--- config.mk ---
export PLATFORM = sky130hd
export DESIGN_NAME = prog_loader
export DESIGN_NICKNAME = d
export VERILOG_FILES = /design/src/rtl/prog_loader_pkg.sv /design/src/rtl/prog_loader_ram.sv /design/src/rtl/prog_loader.sv
export SDC_FILE = /design/constraint.sdc
export NUM_CORES = 1
export LEC_CHECK = 0
export CORE_UTILIZATION = 50
export DETAILED_ROUTE_END_ITERATION = 7
export PLACE_DENSITY = 0.72
export SYNTH_ARGS = -nofsm -noshare
export SYNTH_HDL_FRONTEND = slang
export SYNTH_SLANG_ARGS = --single-unit
--- constraint.sdc ---
create_clock -name clk -period 1.7 [get_ports clk]
set_clock_uncertainty 0.1 [all_clocks]
set_input_delay 0.255 -clock clk [delete_from_list [all_inputs] [get_ports clk]]
set_output_delay 0.255 -clock clk [all_outputs]
set_load 0.005 [all_outputs]
--- src/rtl/prog_loader_pkg.sv ---
// prog_loader_pkg
//   Shared definitions for the program loader and the core that fetches from it.
//   - state_e      : loader FSM state encoding (CHECK/ERR used only when the
//                    PROG_LOADER_CSUM_EN build option is defined)
//   - NOP_INSTR    : instruction word driven to the core when it is not running
//                    (MOV r0,r0)
//   - DEFAULT_*    : program memory geometry and PC width shared with the core
package prog_loader_pkg;

  localparam int DEFAULT_DEPTH = 16;
  localparam int DEFAULT_AW    = 4;
  localparam int DEFAULT_PCW   = 5;

  localparam logic [7:0] NOP_INSTR = 8'h00;

  typedef enum logic [2:0] {
    ST_EMPTY = 3'd0,
    ST_LOAD  = 3'd1,
    ST_RUN   = 3'd2,
    ST_CHECK = 3'd3,
    ST_ERR   = 3'd4
  } state_e;

endpackage

--- src/rtl/prog_loader_ram.sv ---
// prog_ram
//   DEPTH x 8 program memory. One synchronous write port, one combinational
//   (zero-latency) read port so the core sees its instruction in the same
//   cycle it presents the PC. Contents are not reset.
//   Ports:
//     clk        in   clock
//     wr_en_i    in   write strobe
//     wr_addr_i  in   write address
//     wr_data_i  in   write data
//     rd_addr_i  in   read address
//     rd_data_o  out  read data (combinational)
module prog_ram
  import prog_loader_pkg::*;
#(
  parameter int DEPTH = DEFAULT_DEPTH,
  parameter int AW    = DEFAULT_AW
) (
  input  logic          clk,
  input  logic          wr_en_i,
  input  logic [AW-1:0] wr_addr_i,
  input  logic [7:0]    wr_data_i,
  input  logic [AW-1:0] rd_addr_i,
  output logic [7:0]    rd_data_o
);

  logic [7:0] mem_q [DEPTH];

  always_ff @(posedge clk) begin
    if (wr_en_i) begin
      mem_q[wr_addr_i] <= wr_data_i;
    end
  end

  assign rd_data_o = mem_q[rd_addr_i];

endmodule

--- src/rtl/prog_loader.sv ---
// prog_loader
//   Owns the writable program RAM of the core. A host streams a program image
//   in byte by byte (valid/ready); the core is held in reset while the image
//   is loaded and released once the final word has been written.
//   Build option: PROG_LOADER_CSUM_EN adds a trailing XOR checksum byte after
//   the image (CHECK state) and an error state (ERR) with a csum_err output.
//   Ports:
//     clk        in   system clock
//     reset      in   synchronous active-low reset
//     ld_start   in   one-cycle pulse, start a new image load
//     ld_len     in   image length in words (0 or > DEPTH means DEPTH)
//     ld_valid   in   host byte valid
//     ld_data    in   host byte {op[4:0],sss[2:0]}
//     ld_ready   out  loader accepts a byte this cycle
//     cpu_addr   in   core PC (only the low AW bits address the RAM)
//     instr      out  instruction to the core, NOP unless running
//     cpu_reset  out  active-low core reset
//     busy       out  load in progress
//     loaded     out  words written by the last/current load
//     csum_err   out  checksum mismatch (PROG_LOADER_CSUM_EN only)
//   Requires PCW > AW.
module prog_loader
  import prog_loader_pkg::*;
#(
  parameter int DEPTH = DEFAULT_DEPTH,
  parameter int AW    = DEFAULT_AW,
  parameter int PCW   = DEFAULT_PCW
) (
  input  logic           clk,
  input  logic           reset,
  input  logic           ld_start,
  input  logic [AW:0]    ld_len,
  input  logic           ld_valid,
  input  logic [7:0]     ld_data,
  output logic           ld_ready,
  input  logic [PCW-1:0] cpu_addr,
  output logic [7:0]     instr,
  output logic           cpu_reset,
  output logic           busy,
  output logic [AW:0]    loaded
`ifdef PROG_LOADER_CSUM_EN
  ,
  output logic           csum_err
`endif
);

  localparam logic [AW:0] DEPTH_W = (AW+1)'(DEPTH);

  state_e      state_q, state_d;
  logic [AW-1:0] wr_ptr_q, wr_ptr_d;
  logic [AW:0]   loaded_q, loaded_d;
  logic [AW:0]   remaining_q, remaining_d;
  logic [AW:0]   len_norm;
  logic          wr_en;
  logic [7:0]    rd_data;
`ifdef PROG_LOADER_CSUM_EN
  logic [7:0]    csum_q, csum_d;
`endif

  // The PC is wider than the RAM address; the upper bits simply wrap.
  logic unused_pc_bits;
  assign unused_pc_bits = ^cpu_addr[PCW-1:AW];

  assign len_norm = (ld_len == '0 || ld_len > DEPTH_W) ? DEPTH_W : ld_len;

  // State register
  always_ff @(posedge clk) begin
    if (!reset) begin
      state_q     <= ST_EMPTY;
      wr_ptr_q    <= '0;
      loaded_q    <= '0;
      remaining_q <= '0;
`ifdef PROG_LOADER_CSUM_EN
      csum_q      <= '0;
`endif
    end else begin
      state_q     <= state_d;
      wr_ptr_q    <= wr_ptr_d;
      loaded_q    <= loaded_d;
      remaining_q <= remaining_d;
`ifdef PROG_LOADER_CSUM_EN
      csum_q      <= csum_d;
`endif
    end
  end

  // Next-state logic. ld_start wins over everything, including a byte
  // offered in the same cycle, so a restart never writes stale data.
  always_comb begin
    state_d     = state_q;
    wr_ptr_d    = wr_ptr_q;
    loaded_d    = loaded_q;
    remaining_d = remaining_q;
    wr_en       = 1'b0;
`ifdef PROG_LOADER_CSUM_EN
    csum_d      = csum_q;
`endif
    if (ld_start) begin
      state_d     = ST_LOAD;
      wr_ptr_d    = '0;
      loaded_d    = '0;
      remaining_d = len_norm;
`ifdef PROG_LOADER_CSUM_EN
      csum_d      = '0;
`endif
    end else begin
      case (state_q)
        ST_LOAD: begin
          if (ld_valid && ld_ready) begin
            wr_en       = 1'b1;
            wr_ptr_d    = wr_ptr_q + 1'b1;
            loaded_d    = loaded_q + 1'b1;
            remaining_d = remaining_q - 1'b1;
`ifdef PROG_LOADER_CSUM_EN
            csum_d      = csum_q ^ ld_data;
            if (remaining_q == (AW+1)'(1)) state_d = ST_CHECK;
`else
            if (remaining_q == (AW+1)'(1)) state_d = ST_RUN;
`endif
          end
        end
`ifdef PROG_LOADER_CSUM_EN
        ST_CHECK: begin
          if (ld_valid && ld_ready) begin
            state_d = (ld_data == csum_q) ? ST_RUN : ST_ERR;
          end
        end
`endif
        default: ;
      endcase
    end
  end

  // Outputs are pure functions of the state (plus the RAM read in RUN).
  always_comb begin
    ld_ready  = 1'b0;
    busy      = 1'b0;
    cpu_reset = 1'b0;
    instr     = NOP_INSTR;
`ifdef PROG_LOADER_CSUM_EN
    csum_err  = 1'b0;
`endif
    case (state_q)
      ST_LOAD: begin
        ld_ready = 1'b1;
        busy     = 1'b1;
      end
      ST_RUN: begin
        cpu_reset = 1'b1;
        instr     = rd_data;
      end
`ifdef PROG_LOADER_CSUM_EN
      ST_CHECK: begin
        ld_ready = 1'b1;
        busy     = 1'b1;
      end
      ST_ERR: begin
        csum_err = 1'b1;
      end
`endif
      default: ;
    endcase
  end

  assign loaded = loaded_q;

  prog_ram #(
    .DEPTH (DEPTH),
    .AW    (AW)
  ) u_ram (
    .clk       (clk),
    .wr_en_i   (wr_en),
    .wr_addr_i (wr_ptr_q),
    .wr_data_i (ld_data),
    .rd_addr_i (cpu_addr[AW-1:0]),
    .rd_data_o (rd_data)
  );

endmodule
==> results.md, run 1 <==
Status:
- The run finished, with violations left.
- The final reports fail on design-rule violations, negative setup slack.

Logic synthesis:
- In this run, synthesis produced a sequential element count of 144.
- The synthesized netlist contains 37 unique library cells.
- After synthesis, the share of cell area in mux cells is 0.108.
- Of the total synthesized cell area, the portion taken by AND, OR, NAND and NOR gates is 0.0711.
- The compound-gate portion of the synthesized area is 0.0584.
- The net count after synthesis is 414.
- For this run, the number of Yosys warnings is 0.
- After synthesis, the mean cell area works out to 15.6 µm².
- The arithmetic-cell share of the synthesized area counting full adders, half adders and majority gates is 0.0167.
- The fraction of synthesized cell area in xor and xnor cells is 0.0161.
- For this run, the register share of the synthesized area comes to 0.696.
- Counting every instance in the synthesized netlist gives between 300 and 400.
- The synthesized netlist occupies a cell area of 0.00598 mm².
- By area, the combinational part of the netlist is dominated by multiplexers.

Worst setup path:
- The type of origin of the critical path is a flip-flop.
- The number of buffers and inverters on the critical path is 3.
- The stage delay of the slowest cell on the critical path is ~330 ps.
- The arrival time of the worst setup path is ~1700 ps.
- The biggest fanout along the worst timing path is 6.
- The top cell family by delay on the critical path is simple AND/OR/NAND/NOR gates.
- The setup path with the least slack is of type reg2out.
- Walking the worst path, the cells encountered are nor2b_4 > nor2b_4 > buf_6 > buf_6 > nand3_4 > o21ai_2 > buf_2.
- STA classifies the critical path endpoint as a primary output.
- Among all stages on the critical path, the largest delay is contributed by sky130_fd_sc_hd__dfxtp_2.
- The endpoint required time on the critical path is 1340 ps.

Global route:
- The first global-routing pass estimated 19,200 µm of wire.
- Summed over all layers, the global routing overflow is 0.
- The via count of the first global-routing pass is 3,548.
- In the global route stage, overall resource usage came out at 0.212.
- The initial antenna violation count is 0.
- Entering global routing, the biggest net connects 23 pins.

Clock tree:
- TritonCTS built the clock tree.
- After clock tree synthesis, the flow added hold-fix buffers numbering 0.
- In this run the clock root is driven by a sky130_fd_sc_hd__clkbuf_16.
- The TritonCTS sink count is 144.
- After clock tree synthesis, the clock-pin slew on the worst setup and hold paths is 60 ps.
- The H-tree level count is 4.
- In this run, CTS created clock tree buffers numbering 17.
- The maximum buffer depth of the clock tree is 2.
- The later pin in the worst-skew pair is clocked with a latency of 420 ps.

Timing:
- Setup violations remaining at the end of the flow were counted as slightly above 70.
- For the pin with the worst max-slew slack, the measured transition is roughly 600 ps.
- Setup repair after global routing could not meet its margin everywhere.
- The worst hold slack is 386 ps.
- The worst pin sits at a relative slew slack of 0.605.
- The highest clock frequency the design can meet is 493 MHz.
- After layout, the minimum clock period comes to 2030 ps.
- Of the available clock period, the critical path in the final layout requires 1.19.
- The final count of pins violating max slew is 0.
- Across all setup checks in the final design, the least slack found is -327 ps.
- The number of failing hold endpoints at the final stage is 0.

Layout:
- The footprint of the multi-input gates is roughly 0.0019 mm².
- The layout filler cell count is 758.
- Leaving out fill and tap cells, the most frequent cell in the layout is sky130_fd_sc_hd__edfxtp_1.
- 0 antenna diodes ended up in the layout.
- In the layout the commonest cells are sky130_fd_sc_hd__edfxtp_1, sky130_fd_sc_hd__mux2i_1, sky130_fd_sc_hd__a22oi_1.
- The fraction of final layout cells sized beyond drive strength 1 is 0.301.
- The area growth from synthesis to layout is 29.8%.
- Across the whole layout, storage elements account for 0.00417 mm².
- The number of nets in the final layout is 496.

Die:
- The x dimension of the die is 111 µm.
- The core area is around 0.012 mm².
- The initialized floorplan defines 39 standard-cell rows.
- The initial core utilization is 0.519.
- The full die area is approximately 0.012 mm².
- The die extent in y is approximately 110 µm.
- 38 I/O pins were placed.

Placed design:
- Once detailed placement completed, the half-perimeter wirelength came to 8070 µm.
- The count of buffers inserted at the top-level ports is 36.
- The congestion estimate from routability-driven global placement came to 0.813.
- Before CTS, the worst setup slack after placement is -829 ps.

Job:
- Max-cap violations in this run came to 0.

Route:
- In the routed design, unresolved DRC markers number 4.
- The total detailed-routing wirelength is 12,700 µm.
- The count of routing violations after the opening detailed-route iteration is 387.
- After detailed routing, the average wire length per cell comes to about 20 µm.
- The total iterations of the first detailed-routing run is 7.
- The number of vias in the routed layout is 3,525.
- The count of nets left with antenna violations once routing finished came out at 0.
- The detailed-route vias per instance is 5.67.

Power:
- The leakage power of the design is about 2.9 nW.
- The overall power after layout is 0.00846 W.
- In this run the power density over the cells is 1090 mW/mm².
- Across the VDD grid, the largest voltage drop is about 0.78 mV.

Min path:
- The path class of the tightest hold or removal check is reg2reg.
sequential cells by signal, summed over array words and instances, names as in the netlist:
name / flops
u_ram.mem_q: 128
state_q: 2
remaining_q: 5
wr_ptr_q: 4
loaded: 5
worst reg2reg max path, stage by stage (launching register included):
cell	delay [ps]
sky130_fd_sc_hd__dfxtp_2	320
sky130_fd_sc_hd__buf_6	110
sky130_fd_sc_hd__nand3b_4	210
sky130_fd_sc_hd__buf_6	170
sky130_fd_sc_hd__nor2_4	90
sky130_fd_sc_hd__nand3_4	140
sky130_fd_sc_hd__nor2_4	140
sky130_fd_sc_hd__buf_6	160
power by group:
| group | switching [W] | total [W] | internal, W |
|---|---|---|---|
| logic | 0.000251 | 0.000468 | 0.000217 |
| registers | 0.0000147 | 0.00388 | 0.00387 |
| clock network | 0.00148 | 0.00411 | 0.00263 |
final timing paths:
kind,slack (ps),start,cells after the start,endpoint
worst max-delay path,-330,state_q[1],7,instr[1]
worst min register to register,390,loaded[1],2,loaded[1]
worst max register to register,-40,state_q[1],7,u_ram.mem_q[15][1]
worst min-delay path,390,loaded[1],2,loaded[1]
synth_stat cells (all sizes together):
master | number | share of area
edfxtp | 128 | 0.64
nand3b | 1 | 0.0033
buf | 14 | 0.023
nor4 | 2 | 0.0021
ha | 8 | 0.017
nand4 | 3 | 0.0031
or4 | 1 | 0.0013
nand2b | 4 | 0.0042
o211a | 3 | 0.0050
nor2 | 19 | 0.012
o21ai | 10 | 0.0084
xor2 | 7 | 0.010
inv | 12 | 0.0075
nand2 | 19 | 0.012
o22ai | 1 | 0.0010
and2 | 14 | 0.015
nor4b | 3 | 0.0054
and3b | 1 | 0.0015
nor2b | 4 | 0.0042
xnor2 | 4 | 0.0059
a21oi | 2 | 0.0017
mux4 | 3 | 0.011
nand3 | 9 | 0.0075
o21a | 2 | 0.0025
mux2i | 58 | 0.097
clkbuf | 4 | 0.0027
a31oi | 2 | 0.0021
a22oi | 29 | 0.036
dfxtp | 16 | 0.054
a211oi | 1 | 0.0013
per-layer routing:
layer	track usage	wire length, µm
met2	0.374	6730
met1	0.250	5050
met5	0	0
met4	0.0991	299
met3	0.0441	581
layout make-up:
class                           count  share of cell area
Sequential cell                   144               0.537
Tap cell                          143              0.0230
Clock inverter                     14              0.0288
Clock buffer                       18              0.0553
Timing Repair Buffer               81               0.107
Multi-Input combinational cell    210               0.243
Inverter                           12             0.00580
what timing repair did:
item	in CTS	in global routing
buffers inserted	7	5
pin swaps	5	4
gates resized for setup	84	40
endpoints found under the setup margin	109	143
cell families after synthesis:
| group | count (synthesis) |
|---|---|
| flip-flops | 144 |
| AND/OR/NAND/NOR | 80 |
| multiplexers | 61 |
| AO/OA/AOI/OAI | 50 |
| buffers and inverters | 30 |
| XOR/XNOR | 11 |
| adder cells (fa/ha/maj) | 8 |
metrics by stage:
stage / instances / TNS, ps / cell area [µm²] / utilization
global placement: 588 / -50390 / 6930 / 0.601
finish: 622 / -3740 / 7760 / 0.674
CTS: 622 / -2210 / 7680 / 0.667
global route: 622 / -7280 / 7760 / 0.674
detailed placement: 588 / -53730 / 6930 / 0.601
floorplan: 384 / 0 / 5980 / -
No activity file was read; power rests on OpenSTA's default activity.
==> run 2: changes to the inputs <==
Settings changed: ABC_CLOCK_PERIOD_IN_PS from default to 2400, PLACE_DENSITY 0.72 to 0.69.
Clock period 1.7 ns to 2.4 ns, I/O delays scaled along.
==> run 2 against run 1 <==
Net effect: the run ends with design-rule violations left; global-route usage fell by 0.48 points; critical path depth rose by 2; non-clock buffer count unchanged; clock power decreased by 36%.
==> results.md, run 2 (synthesized netlist as in run 1, its figures left out) <==
Clock tree:
- The H-tree level count is 4.
- After clock tree synthesis, the flow added hold-fix buffers numbering 0.
- TritonCTS built the clock tree.
- After clock tree synthesis, the clock-pin slew on the worst setup and hold paths is approximately 60 ps.
- At the later pin of the worst-skew pair, clock insertion delay measures 410 ps.
- The TritonCTS sink count is 144.
- In this run, CTS created clock tree buffers numbering 17.
- Counting along the longest clock path gives a buffer depth of 2.
- The tree is rooted in a sky130_fd_sc_hd__clkbuf_16.

Layout:
- Relative to the synthesized area, the layout overhead comes to 24.3%.
- The library cells used most frequently in the layout, excluding fill and tap cells, are sky130_fd_sc_hd__edfxtp_1, sky130_fd_sc_hd__mux2i_1, sky130_fd_sc_hd__buf_4.
- In the final layout, the share of cells above drive strength 1 is 0.207.
- The layout has 783 filler cells.
- In the final layout, the multi-input gates occupy between 0.0015 and 0.002 mm².
- In the final layout, flip-flops and latches occupy around 0.0042 mm².
- The repair_antennas step left the layout with diodes totalling 0.
- The register with the most flip-flops is u_ram.mem_q.
- The number of flip-flops in the largest register is 128.
- The most common library cell in the layout ignoring fill and taps is sky130_fd_sc_hd__edfxtp_1.
- The number of nets in the final layout is 496.
- The final non-filler cell total is 622.

Worst setup path:
- Counting cells, the worst reg-to-reg path comes to 5.
- The signal on the critical path passes through nor2b_2 > buf_4 > nor2b_4 > buf_6 > buf_4 > buf_4 > nand3_2 > o21ai_2 > buf_2.
- The worst-path cell with the longest stage delay is sky130_fd_sc_hd__dfxtp_2.
- Following the worst setup path forward leads to its endpoint at instr[5].
- The critical path launch point is state_q[0].
- The launch point of the worst reg-to-reg path is state_q[1].
- The endpoint required time on the critical path is 1940 ps.
- The biggest fanout along the worst timing path is 6.
- The number of buffers and inverters on the critical path is 5.
- The arrival time of the worst setup path is roughly 1800 ps.
- The type of origin of the critical path is a flip-flop.
- The worst register-to-register path ends at u_ram.mem_q[5][2].
- The critical path depth is 9.
- The top cell family by delay on the critical path is buffers and inverters.
- The kind of critical path is reg2out.
- The stage delay of the slowest cell on the critical path is 340 ps.
- Among the stages of the critical path, the cell type that occurs most often is sky130_fd_sc_hd__buf_4.
- The reg-to-reg setup timing slack is 360 ps.
- The worst setup path is captured at a primary output.

Timing:
- Dividing the final minimum period by the clock period gives 0.952.
- The final critical-path required period is 2280 ps.
- The highest clock frequency the design can meet is 438 MHz.
- The worst-margin pin slew is 603 ps.
- The final count of pins violating max slew is 0.
- The minimum setup slack in the final design is 116 ps.
- The number of failing hold endpoints at the final stage is 0.
- Setup violations remaining at the end of the flow were counted as 0.
- The relative max-transition margin is 0.597.
- Setup repair after global routing left no endpoint under its margin.
- On the final layout, the worst hold slack is 405 ps.

Route:
- After detailed routing, the average wire length per cell comes to between 15 and 20 µm.
- In this run, the number of DRC markers left after iteration 0 of detailed routing was 207.
- The number of routed nets with antenna violations is 0.
- The first detailed-routing pass took 6 iterations.
- The number of design rule violations left after detail routing is 6.
- The routed layout has roughly 3,400 vias.
- Dividing the detail-routed via count by the number of cells gives 5.51.
- The total detailed-routing wirelength is 11,700 µm.

Global route:
- For this run, global-route usage on met3 was measured as 0.0686.
- For this run, global-route usage on met1 was measured as 0.244.
- The leftover overflow at the end of global routing is 0.
- Entering global routing, the biggest net connects 17 pins.
- The most used routing layer is met2.
- Across every metal layer, demand over resource in global routing totals 0.208.
- The via count of the first global-routing pass is 3,647.
- The first global-routing pass estimated around 19,000 µm of wire.
- The met2 track demand over resource is 0.350.
- The initial antenna violation count is 0.

Placed design:
- The cell total after placement is 582.
- The final weighted congestion of routability-driven global placement is between 0.7 and 0.8.
- The wire-length estimate of the detail-placed layout is 7670 µm.
- The worst setup timing slack at the placement stage is -299 ps.
- Port buffering added 36 buffers.

Power:
- Across the VDD grid, the largest voltage drop is between 0.3 and 0.4 mV.
- Dividing total power by cell area gives a power density of 761 mW/mm².
- The design draws around 0.0057 W.
- The leakage power of the design is approximately 2.8 nW.

Die:
- In this run the core area contains 39 standard-cell rows.
- The x dimension of the die is 111 µm.
- The boundary pin count is 38.
- The core area is roughly 0.012 mm².
- The initial core utilization is 0.519.
- The die covers 0.0124 mm².
- In this run the vertical extent of the chip is 111 µm.

Min path:
- The path type of the worst min-delay path is reg2reg.

Status:
- The checks that failed: design-rule violations.
- The run finished, with violations left.

Job:
- The tool flagged a number of max-cap violations equal to 0.
run 2: worst min path at each step:
stage	start	end	slack, ps	cells past startpoint
after floorplan	ld_data[0]	u_ram.mem_q[0][0]	360	0
final	loaded[1]	loaded[1]	410	2
after detailed placement	loaded[1]	loaded[1]	390	2
after global routing	wr_ptr_q[1]	wr_ptr_q[1]	450	2
after global placement	loaded[1]	loaded[1]	380	2
after CTS	loaded[1]	loaded[1]	400	2
run 2: where the power goes:
part / total [W] / internal, W / switching (W)
Sequential: 0.00275 / 0.00274 / 0.0000111
Clock: 0.00262 / 0.00163 / 0.000984
Combinational: 0.000297 / 0.000143 / 0.000154
Total: 0.00566 / 0.00451 / 0.00115
run 2: timing repair:
item	4_1_cts	5_1_grt
resized for setup	26	10
setup buffers	6	2
setup endpoints to repair	8	5
run 2: per-layer routing:
metal	vias up	part of all wire
li1	1627	-
met1	1672	0.42
met2	113	0.51
met3	18	0.054
met4	0	0.020
met5	-	0
run 2: worst min-delay path, delay by kind of cell (launching register included):
family / cells / cell delay (ps)
flip-flops: 1 / 330
AND/OR/NAND/NOR: 1 / 70
AO/OA/AOI/OAI: 1 / 60
run 2: final cells by class:
cell class	instances	area share
Sequential cell	144	0.560
Timing Repair Buffer	81	0.106
Inverter	12	0.00606
Tap cell	143	0.0241
Clock buffer	18	0.0577
Clock inverter	14	0.0222
Multi-Input combinational cell	210	0.224
run 2: through the flow:
stage | cell area, µm² | TNS, ps | util
after global placement | 6760 | -1760 | 0.587
after CTS | 7420 | 0 | 0.644
after floorplan | 5980 | 0 | -
final | 7440 | 0 | 0.646
after global routing | 7440 | 0 | 0.646
after detailed placement | 6760 | -2890 | 0.587
==> run 3: changes to the inputs <==
Settings changed: CORE_ASPECT_RATIO from default to 0.6, HOLD_SLACK_MARGIN from default to 0.08.
==> run 3 against run 2 <==
Net effect: global-route usage is 1.2 points higher; critical path depth is 1 lower; the flow now finishes without violations; worst setup slack better by 14 ps.
==> results.md, run 3 (synthesized netlist as in run 1, its figures left out) <==
Status:
- The run finished with clean final reports.

Clock tree:
- In this run the number of H-tree levels came out at 4.
- The clock root buffer is sky130_fd_sc_hd__clkbuf_16.
- At the later pin of the worst-skew pair, clock insertion delay measures 410 ps.
- TritonCTS created 17 clock buffers.
- The maximum buffer depth of the clock tree is 2.
- Counting every sink on the clock net gives 144.
- The clock tree from TritonCTS is built.
- After clock tree synthesis, the clock-pin slew on the worst setup and hold paths is 60 ps.

Route:
- The routed layout has about 3,400 vias.
- The count of routing violations after the opening detailed-route iteration is 255.
- The detailed-route vias per instance is 5.45.
- After detailed routing, the average wire length per cell comes to between 15 and 20 µm.
- The number of routed nets with antenna violations is 0.
- The routed design has 12,500 µm of wire.
- Before antenna repair, the detailed router went through 4 iterations.
- After detailed routing, the number of remaining DRC violations is 0.

Worst setup path:
- The biggest fanout along the worst timing path is 4.
- The worst-path cell with the longest stage delay is sky130_fd_sc_hd__dfxtp_2.
- For the worst setup path, the data arrival time is 1810 ps.
- The number of buffers and inverters on the critical path is 4.
- The type of origin of the critical path is a flip-flop.
- The cell that appears most often on the critical path is sky130_fd_sc_hd__buf_4.
- The top cell family by delay on the critical path is buffers and inverters.
- The stage delay of the slowest cell on the critical path is 350 ps.
- The endpoint class of the critical path is a primary output.
- The kind of critical path is reg2out.
- Traced cell by cell, the critical path runs through nor2b_4 > buf_4 > nor2b_1 > buf_4 > buf_4 > nand3_1 > o21ai_1 > clkdlybuf4s15_1.
- Data on the critical path is required at its endpoint by 1940 ps.

Layout:
- The area added between synthesis and finish is 23.1%.
- The number of flip-flops in the largest register is 128.
- The number of antenna cells inserted is 0.
- In the final layout, the share of cells above drive strength 1 is 0.179.
- Measured on the finished design, the core utilization comes to 0.641.
- Excluding fillers, the count of instances in the completed layout stands at 630.
- At the end of the flow, the number of nets in the layout was 487.
- The layout filler cell count is roughly 840.
- The footprint of the multi-input gates is 0.00165 mm².
- The most common library cell in the layout ignoring fill and taps is sky130_fd_sc_hd__edfxtp_1.
- Registers take 0.00417 mm².
- The register with the most flip-flops is u_ram.mem_q.
- The top cell types in the final layout, fill and taps aside, are sky130_fd_sc_hd__edfxtp_1, sky130_fd_sc_hd__mux2i_1, sky130_fd_sc_hd__a22oi_1.

Die:
- Pin placement for this block handled 38 I/O pins.
- The die covers 0.0124 mm².
- The core area is between 0.01 and 0.015 mm².
- In this run the horizontal extent of the chip is 143 µm.
- The initial core utilization is 0.521.
- Row generation in the floorplan step produced 30 rows.
- The die extent in y is 86.7 µm.

Timing:
- Measured against its own limit, the worst slew margin works out to 0.535.
- The worst path meets setup with about 130 ps of slack.
- The clock period could shrink to about 2300 ps.
- The final count of pins violating max slew was 0.
- The number of failing hold endpoints at the final stage is 0.
- Setup repair after global routing left no endpoint under its margin.
- The share of the clock period used by the worst path after layout is 0.946.
- The sum of negative setup slack is 0 ps.
- The highest clock frequency the design can meet is 441 MHz.
- The setup violation total in the final timing report is 0.
- The worst-margin pin slew is between 600 and 700 ps.

Global route:
- The via count of the first global-routing pass was 3,260.
- The global-route wire length before repair is approximately 19,000 µm.
- Global routing finished with a remaining overflow of 0.
- The initial antenna violation count is 0.
- For this run, the total global-route usage over all layers was measured as 0.220.
- The maximum number of pins on one net before global-route repair is 32.

Placed design:
- After detailed placement, the design holds a cell count of 594.
- The wire-length estimate of the detail-placed layout is 8500 µm.
- Prior to clock tree synthesis, the placed netlist has a worst setup slack of -373 ps.
- Routability-driven placement finished with a final weighted congestion of 0.786.
- The count of buffers inserted at the top-level ports is 36.

Power:
- Across the VDD grid, the largest voltage drop is 0.559 mV.
- The leakage power of the design is approximately 2.7 nW.
- Dividing total power by cell area gives a power density of 753 mW/mm².

Job:
- The tool flagged a number of max-cap violations equal to 0.

Min path:
- The path type of the worst min-delay path is reg2reg.
==> run 3: changes by cell type in the layout (fill, tap and decap cells not counted), moves of 2 or more <==
cell	delta
sky130_fd_sc_hd__buf_12	+2
sky130_fd_sc_hd__clkinvlp_4	+3
sky130_fd_sc_hd__clkbuf_2	+2
sky130_fd_sc_hd__buf_4	-10
sky130_fd_sc_hd__nor2b_1	+2
sky130_fd_sc_hd__o21ai_2	-3
sky130_fd_sc_hd__nor2b_2	-2
sky130_fd_sc_hd__o21ai_1	+3
sky130_fd_sc_hd__bufinv_16	-2
==> run 3: layout make-up <==
type,instances,area share
Clock inverter,12,0.0149
Tap cell,160,0.0272
Multi-Input combinational cell,210,0.224
Inverter,12,0.00612
Timing Repair Buffer,72,0.0999
Clock buffer,20,0.0622
Sequential cell,144,0.565
==> run 3: routing by layer <==
layer / vias to the layer above / global-route usage / routed length, µm
met1: 1712 / 0.336 / 6360
met4: 0 / 0.0725 / 78
met5: - / 0 / 0
met2: 98 / 0.302 / 5310
li1: 1613 / - / -
met3: 9 / 0.0580 / 760
==> run 3: what timing repair did <==
item	in CTS	in global routing
endpoints found under the setup margin	8	5
hold buffers	0	0
resized for setup	18	11
hold endpoints to repair	0	0
buffers inserted	2	2
cloned	0	0
==> run 3: final timing paths <==
| kind | from | end | slack [ps] | cells after the start |
|---|---|---|---|---|
| max | state_q[0] | instr[0] | 130 | 8 |
| min | loaded[1] | loaded[1] | 410 | 2 |
| max reg2reg | state_q[1] | u_ram.mem_q[0][6] | 490 | 4 |
| min reg2reg | loaded[1] | loaded[1] | 410 | 2 |
==> run 3: worst min-delay path, delay by kind of cell, from the launching register on <==
family             cells  cell delay (ps)
DFF                    1              340
and+or+nand+nor        1               70
AOI/OAI and AO/OA      1               50
==> run 3: power breakdown <==
| part | switching, W | internal (W) | leakage [nW] | total, W |
|---|---|---|---|---|
| Clock | 0.00101 | 0.00149 | 0.268 | 0.00250 |
| Sequential | 0.0000118 | 0.00274 | 1.28 | 0.00275 |
| Combinational | 0.000158 | 0.000135 | 1.17 | 0.000294 |
==> run 3: metrics by stage <==
step                      power, W  area (µm²)  hold slack [ps]
after floorplan            0.00297        5980              359
final                      0.00555        7370              407
after detailed placement   0.00309        6760              400
after CTS                  0.00557        7370              406
after global placement     0.00309        6760              395
after global routing       0.00572        7370              425
